<file path="config.mk">
export PLATFORM = sky130hd
export DESIGN_NAME = mp_add_seq
export DESIGN_NICKNAME = d
export VERILOG_FILES = /design/src/rtl/mp_add_seq.sv
export SDC_FILE = /design/constraint.sdc
export NUM_CORES = 1
export LEC_CHECK = 0
export ABC_AREA = 0
export BUFFER_PORTS_ARGS = -buffer_cell sky130_fd_sc_hd__buf_2
export CORE_ASPECT_RATIO = 0.9
export CORE_MARGIN = 5
export CORE_UTILIZATION = 28
export CTS_BUF_LIST = sky130_fd_sc_hd__clkbuf_16
export CTS_CLUSTER_DIAMETER = 80
export CTS_CLUSTER_SIZE = 40
export DETAILED_ROUTE_END_ITERATION = 6
export PLACE_DENSITY = 0.49
export SYNTH_ARGS = -nofsm -noshare
export SYNTH_HDL_FRONTEND = slang
export SYNTH_SLANG_ARGS = --single-unit
</file>
<file path="constraint.sdc">
create_clock -name clk -period 4.3 [get_ports clk]
set_input_delay 0.86 -clock clk [delete_from_list [all_inputs] [get_ports clk]]
set_output_delay 0.86 -clock clk [all_outputs]
set_load 0.02 [all_outputs]
</file>
<file path="src/rtl/mp_add_seq.sv">
// mp_add_seq: multi-precision add/subtract sequencer.
// One N-bit ripple-carry slice is reused across WORDS slices, least
// significant first. The carry is registered between slices.
module mp_add_seq #(
  parameter int N     = 8,
  parameter int WORDS = 4
) (
  input  logic                 clk,
  input  logic                 rst_n,
  input  logic                 in_valid,
  output logic                 in_ready,
  input  logic [N*WORDS-1:0]   in_a,
  input  logic [N*WORDS-1:0]   in_b,
  input  logic                 in_sub,
  input  logic                 in_cin,
  output logic                 out_valid,
  input  logic                 out_ready,
  output logic [N*WORDS-1:0]   out_sum,
  output logic                 out_cout,
  output logic                 out_ovf,
  output logic                 busy
);

  localparam int W    = N * WORDS;
  localparam int IDXW = (WORDS > 1) ? $clog2(WORDS) : 1;
  localparam logic [IDXW-1:0] LAST_IDX = IDXW'(WORDS - 1);

  typedef enum logic [1:0] {
    S_IDLE,
    S_RUN,
    S_DONE
  } state_t;

  state_t          state_q, state_d;
  logic [IDXW-1:0] idx_q, idx_d;
  logic            carry_q, carry_d;
  logic [W-1:0]    a_q, a_d;
  logic [W-1:0]    b_q, b_d;
  logic [W-1:0]    sum_q, sum_d;
  logic            cout_q, cout_d;
  logic            ovf_q, ovf_d;

  // Slice datapath signals
  logic [N-1:0]    a_sl, b_sl, s_sl;
  logic [N:0]      cv;

  // Ripple-carry slice over the currently selected operand slice
  always_comb begin
    a_sl  = a_q[int'(idx_q)*N +: N];
    b_sl  = b_q[int'(idx_q)*N +: N];
    s_sl  = '0;
    cv    = '0;
    cv[0] = carry_q;
    for (int unsigned i = 0; i < N; i++) begin
      s_sl[i]  = a_sl[i] ^ b_sl[i] ^ cv[i];
      cv[i+1]  = (a_sl[i] & b_sl[i]) | ((a_sl[i] ^ b_sl[i]) & cv[i]);
    end
  end

  // Next-state and datapath register updates
  always_comb begin
    state_d = state_q;
    idx_d   = idx_q;
    carry_d = carry_q;
    a_d     = a_q;
    b_d     = b_q;
    sum_d   = sum_q;
    cout_d  = cout_q;
    ovf_d   = ovf_q;
    unique case (state_q)
      S_IDLE: begin
        if (in_valid) begin
          a_d     = in_a;
          b_d     = in_sub ? ~in_b : in_b;
          carry_d = in_sub ? 1'b1 : in_cin;
          idx_d   = '0;
          state_d = S_RUN;
        end
      end
      S_RUN: begin
        sum_d[int'(idx_q)*N +: N] = s_sl;
        carry_d                   = cv[N];
        if (idx_q == LAST_IDX) begin
          cout_d  = cv[N];
          // Carry into the word MSB is the carry into the slice MSB here
          ovf_d   = cv[N-1] ^ cv[N];
          state_d = S_DONE;
        end else begin
          idx_d = idx_q + IDXW'(1);
        end
      end
      S_DONE: begin
        if (out_ready) begin
          state_d = S_IDLE;
        end
      end
      default: state_d = S_IDLE;
    endcase
  end

  // State and datapath registers with asynchronous clear
  always_ff @(posedge clk or negedge rst_n) begin
    if (!rst_n) begin
      state_q <= S_IDLE;
      idx_q   <= '0;
      carry_q <= 1'b0;
      a_q     <= '0;
      b_q     <= '0;
      sum_q   <= '0;
      cout_q  <= 1'b0;
      ovf_q   <= 1'b0;
    end else begin
      state_q <= state_d;
      idx_q   <= idx_d;
      carry_q <= carry_d;
      a_q     <= a_d;
      b_q     <= b_d;
      sum_q   <= sum_d;
      cout_q  <= cout_d;
      ovf_q   <= ovf_d;
    end
  end

  assign in_ready  = (state_q == S_IDLE);
  assign out_valid = (state_q == S_DONE);
  assign busy      = (state_q != S_IDLE);
  assign out_sum   = sum_q;
  assign out_cout  = cout_q;
  assign out_ovf   = ovf_q;

endmodule

</file>
Word level (Yosys, flattened, before mapping)
Index checks and enable logic that the tools add are counted.
{ "classes": {"addsub": 2, "eq_ne": 7, "shifts": 4, "muxes": 12, "bitwise": 42, "reduce_logical": 8} }
{ "op_table": {"columns": ["operator", "n"], "rows": [
  ["variable part select 32 x 6 -> 8 bit", 2],
  ["negation 5 -> 33 bit", 1],
  ["variable shift 8 x 33 -> 32 bit, first input constant", 1],
  ["variable part select 8 x 33 -> 32 bit", 1],
  ["bitwise mux 32 bit", 1],
  ["2-to-1 mux 32 bit", 1],
  ["NOT 32 bit", 1],
  ["bitwise XOR 1 bit", 17],
  ["AND 1 bit", 16],
  ["2-to-1 mux 2 bit", 5],
  ["bitwise OR 1 bit", 8],
  ["!= test 2 bit, second input constant", 3],
  ["one-hot mux 2 bit (3 select lines)", 1],
  ["AND reduction 2 bit", 3],
  ["AND reduction 3 bit", 2],
  ["equality test 2 bit, second input constant", 2],
  ["one-hot mux 2 bit (2 select lines)", 1],
  ["nonzero test 2 bit", 2],
  ["adder 2 x 1 -> 2 bit, second input constant", 1],
  ["equality test 2 x 1 -> 1 bit, second input constant", 1],
  ["zero test 2 bit", 1],
  ["2-to-1 mux 1 bit", 2],
  ["!= test 2 x 1 -> 1 bit, second input constant", 1],
  ["one-hot mux 1 bit (2 select lines)", 1]
]} }
{ "word_totals": {"reg_bits": 103, "inputBits": 70, "output_inout_bits": 37, "word_cells": 83} }

Depth between registers and ports, before layout
{ "depth": {"word_depth": 19, "mapped_depth": 15, "depth_no_buf": 13} }

Worst setup path before layout
OpenSTA, ideal clock, no wires.
{ "synth_timing": {"path_kind": "reg-to-reg", "from": "register idx_q[1]", "to": "register sum_q[15], in the netlist out_sum[15]", "setup_time_ns": 0.121, "arrival_time_ns": 4.467, "required_time_ns": 4.179, "setup_slack_ns": -0.288, "path_stages_with_launch": 15, "n_path_buf": 2, "period_less_slack_ns": 4.588, "cell_sequence": "dfrtp_1 -> clkbuf_1 -> buf_2 -> mux4_2 -> fa_1 -> inv_1 -> fa_1 -> fa_1 -> fa_1 -> fa_1 -> fa_1 -> fa_1 -> inv_1 -> fa_1 -> a22o_1"} }
{ "synth_via": {"elab_chain_cells": 19, "word_cells_on_any_way": 43, "classes_between": "add/sub (1); shift (4); mux (1); bitwise (37)"} }
{ "synth_rtl": {"columns": ["item", "line_no", "text"], "rows": [
  ["from (decl)", "35", "logic [IDXW-1:0] idx_q, idx_d;"],
  ["from (signal assigned)", "114", "idx_q <= idx_d;"],
  ["variable part select 32 x 6 -> 8 bit (on tied branches)", "49, 50", null],
  ["bitwise XOR 1 bit", "55, 56", null],
  ["AND 1 bit", "56", "cv[i+1] = (a_sl[i] & b_sl[i]) | ((a_sl[i] ^ b_sl[i]) & cv[i]);"],
  ["bitwise OR 1 bit", "56", null],
  ["AND 1 bit", "56", null],
  ["bitwise OR 1 bit", "56", null],
  ["AND 1 bit", "56", null],
  ["bitwise OR 1 bit", "56", null],
  ["[3 not listed]", null, null],
  ["bitwise OR 1 bit", "56", null],
  ["AND 1 bit", "56", null],
  ["bitwise OR 1 bit", "56", null],
  ["AND 1 bit", "56", null],
  ["bitwise OR 1 bit", "56", null],
  ["bitwise XOR 1 bit", "55", "s_sl[i] = a_sl[i] ^ b_sl[i] ^ cv[i];"],
  ["variable part select 8 x 33 -> 32 bit", "81", "sum_d[int'(idx_q)*N +: N] = s_sl;"],
  ["bitwise mux 32 bit (*)", "81", null],
  ["to (signal assigned)", "118", "sum_q <= sum_d;"],
  ["to (decl)", "39", "logic [W-1:0] sum_q, sum_d;"]
]} }
Mark *: on every way between the ends. The rest lies on a longest branch, timed or not.
A chain may end at the register's enable or synchronous reset.

Final worst setup path
{ "layout_timing": {"from": "register idx_q[0]", "to": "register sum_q[31], in the netlist out_sum[31]"} }
The elaborated chain is that of the path after synthesis.

==> reports/qor.txt <==
Sw Share - 0.412
final hold violations - 0
Final nets - 625
Max-Cap Viols - 0
initial antenna violation count - 0
drt first pass iters - 4
CTS H-tree lvls - 3
Port Buf Inserts - 106
row cnt - 45
CP top delay family - adder cells
die area - 20000 sq um
CP required - 4.53 ns
ant diodes - 0
Pwr Density - 826 nW/um^2
post-synthesis sequential element count - 103
Post-DP Area - 5570 sq um
Setup Skew - 0.00907 ns
hpwl dp - 9250 microns
Buf/Inv on CP - 2
clock transition at the registers of the reported paths - 0.07 ns
Comb pwr share - 0.495
Routed Antenna Nets - 0
dominant cells by area after synthesis - dfrtp_1 53%, nand2_1 10%, mux4_2 7.5%
largest net degree at the start of global routing - 81
clock buffer depth - 2
# hold bufs at CTS - 0
Post-Syn Nets - 522
CP Class - reg2reg
routed length per placed instance - 16.1 microns
CTS tree - built
ratio of final minimum period to clock period - 0.966
Vias - 3405
io pins - 107
worst vdd ir - 0.325 mV
number of global-route vias before repair - 3783
initial core utilization - 0.286
slowest CP cell - dfrtp_2
Hold Crit Class - reg2reg
share of post-route cells with drive strength above 1 - 0.297
gr usage total - 0.126
Synth top area share - 0.534
Remaining DRCs - 0
wirelength, routed - 12200 microns
die width - 148 microns
cell-internal power - 0.00286 W
RSZ-0062 raised after global routing - false
share of power burned in registers - 0.334
Rel. slew slack - 0.390
part of the Yosys area used for sequential elements - 0.534
placer congestion estimate - 0.749
worst slew pin tran - 0.914 ns
status - finished, final reports clean
Worst EP arrival - 4.38 ns
ys async rst share - 1.00
worst-path maximum fanout - 6
total power - 0.00487 W
CTS buffer count - 9
fin crit period - 4.16 ns
LEAKAGE - 2.88 nW
CORE AREA - 16900 sq um
Cell Area, Synth - 4830 sq um
Top FF cell, synth - dfrtp_1
Area Growth Syn to Fin - 22.0%
Reg2Reg Setup Slack - 0.14 ns
final max-slew violation count - 0
CP Capture Type - flip-flop
via/cell ratio - 4.50
Synth Warn # - 0
Netlist cell types - 32
Syn Inst Count - 438
first-pass GRT wire length - 19700 microns
Crit path top cell by count - fa_2
grt total ovfl - 0
First DRT Iteration DRCs - 151
number of flops mapped to enable cells by yosys - 0
root buffer cell - clkbuf_16
Worst-Skew Late Latency - 0.34 ns
CTS Sinks - 103
Die Span Y - 135 microns
final instance area - 5890 sq um
Synth area leader - dfrtp_1
Hold WS - 0.473 ns
CP Cell Sequence - mux4_2, fa_1, inv_1, fa_2, fa_2, fa_2, fa_2, fa_2, fa_2, inv_1, fa_1, a22o_1
Clock Power Share - 0.171
Crit path largest cell delay - 0.46 ns
final setup vio count - 0
Critical Path Source Type - flip-flop
synthesized area per cell - 11.0 sq um
net load switching power - 0.00201 W
f_max - 241 MHz
[Yosys cell counts (2+ instances only)]
library cell    n
nand2_1       135
dfrtp_1       103
xnor2_1        32
o21ai_0        31
o2bb2ai_1      26
inv_1          20
mux4_2         16
buf_2          15
fa_1            8
a22o_1          6
clkbuf_1        6
ha_1            6
o21ai_1         6
buf_6           5
nor3_1          3
nand3_1         2
nor4_1          2
or4_1           2
[cell usage in the layout (no fill, tap or decap), types with 3 or more instances in the layout]
cell type / count
nand2_1: 135
xnor2_1: 32
fa_2: 6
dfrtp_1: 102
buf_4: 13
o21ai_1: 6
o2bb2ai_1: 26
nor3_1: 3
a22o_1: 6
mux4_2: 16
clkbuf_16: 9
o21ai_0: 31
buf_2: 105
ha_1: 6
inv_1: 20
[what timing repair did]
action | 4_1_cts | 5_1_grt
pin swaps | 1 | 3
setup endpoints to repair | 3 | 4
gates resized for setup | 0 | 3
buffers inserted | 1 | 0
[registers in the layout, summed over array words and instances, names as in the netlist]
signal and cells:
a_q 32, carry_q 1, out_cout 1, b_q 32, out_ovf 1, out_sum 32, idx_q 2, state_q 2
[metrics by stage]
stage / TNS (ns) / util / setup WS [ns] / cells
2_1_floorplan: 0 / - / 0.00353 / 438
3_3_place_gp: 0 / 0.330 / 0.0486 / 740
3_5_place_dp: -0.00975 / 0.330 / -0.00906 / 740
4_1_cts: 0 / 0.348 / 0.00318 / 757
5_1_grt: 0 / 0.349 / 0.0196 / 757
6_report: 0 / 0.349 / 0.144 / 757
[power groups by stage]
stage / clock, W / combinational (W) / sequential, W
after floorplan: 0 / 0.00159 / 0.00167
after global placement: 0 / 0.00238 / 0.00164
after detailed placement: 0 / 0.00242 / 0.00165
after CTS: 0.000855 / 0.00244 / 0.00163
after global routing: 0.000892 / 0.00269 / 0.00168
final: 0.000832 / 0.00241 / 0.00163
[cell families (layout without fill, tap and decap cells)]
group                      Yosys count  count (layout)  share of synthesized area
and+or+nand+nor                    156             156                      0.137
DFF                                103             103                      0.534
AOI/OAI and AO/OA                   69              69                     0.0964
buffers and inverters               46             154                     0.0474
xor gates and xnor gates            33              33                     0.0599
muxes                               17              17                     0.0770
adders and majority gates           14              14                     0.0487
[path summary, 6_finish.rpt]
path / start / to / cells past startpoint
max in group asynchronous: rst_n / b_q[9]$_DFFE_PN0P_ / 2
worst max register to register: idx_q[0]$_DFFE_PN0P_ / out_sum[31]$_DFFE_PN0P_ / 12
worst min-delay path: a_q[3]$_DFFE_PN0P_ / a_q[3]$_DFFE_PN0P_ / 2
worst min register to register: a_q[3]$_DFFE_PN0P_ / a_q[3]$_DFFE_PN0P_ / 2
worst max-delay path: idx_q[0]$_DFFE_PN0P_ / out_sum[31]$_DFFE_PN0P_ / 12
min in group asynchronous: rst_n / out_sum[27]$_DFFE_PN0P_ / 1
[metal layers]
metal / vias up / part of all wire / track usage
li1: 1663 / - / -
met1: 1655 / 0.46 / 0.164
met2: 77 / 0.48 / 0.212
met3: 10 / 0.045 / 0.0319
met4: 0 / 0.0097 / 0.0292
met5: - / 0 / 0
[worst register-to-register path: stages (launching register included)]
cell and delay [ns]:
dfrtp_2 0.46, mux4_2 0.37, fa_1 0.17, inv_1 0.05
fa_2 0.34, fa_2 0.35, fa_2 0.35, fa_2 0.41
fa_2 0.40, fa_2 0.37, inv_1 0.09, fa_1 0.46
a22o_1 0.22
[cell type report]
class	instances	area, sq um
clock buffers	9	225
fillers	1738	11000
well taps	211	264
inverters	20	75.1
clock inverters	7	80.1
multi-input cells	289	2050
repair buffers	118	623
flip-flops and latches	103	2580
Note: power is estimated with default switching activity, not from simulation.
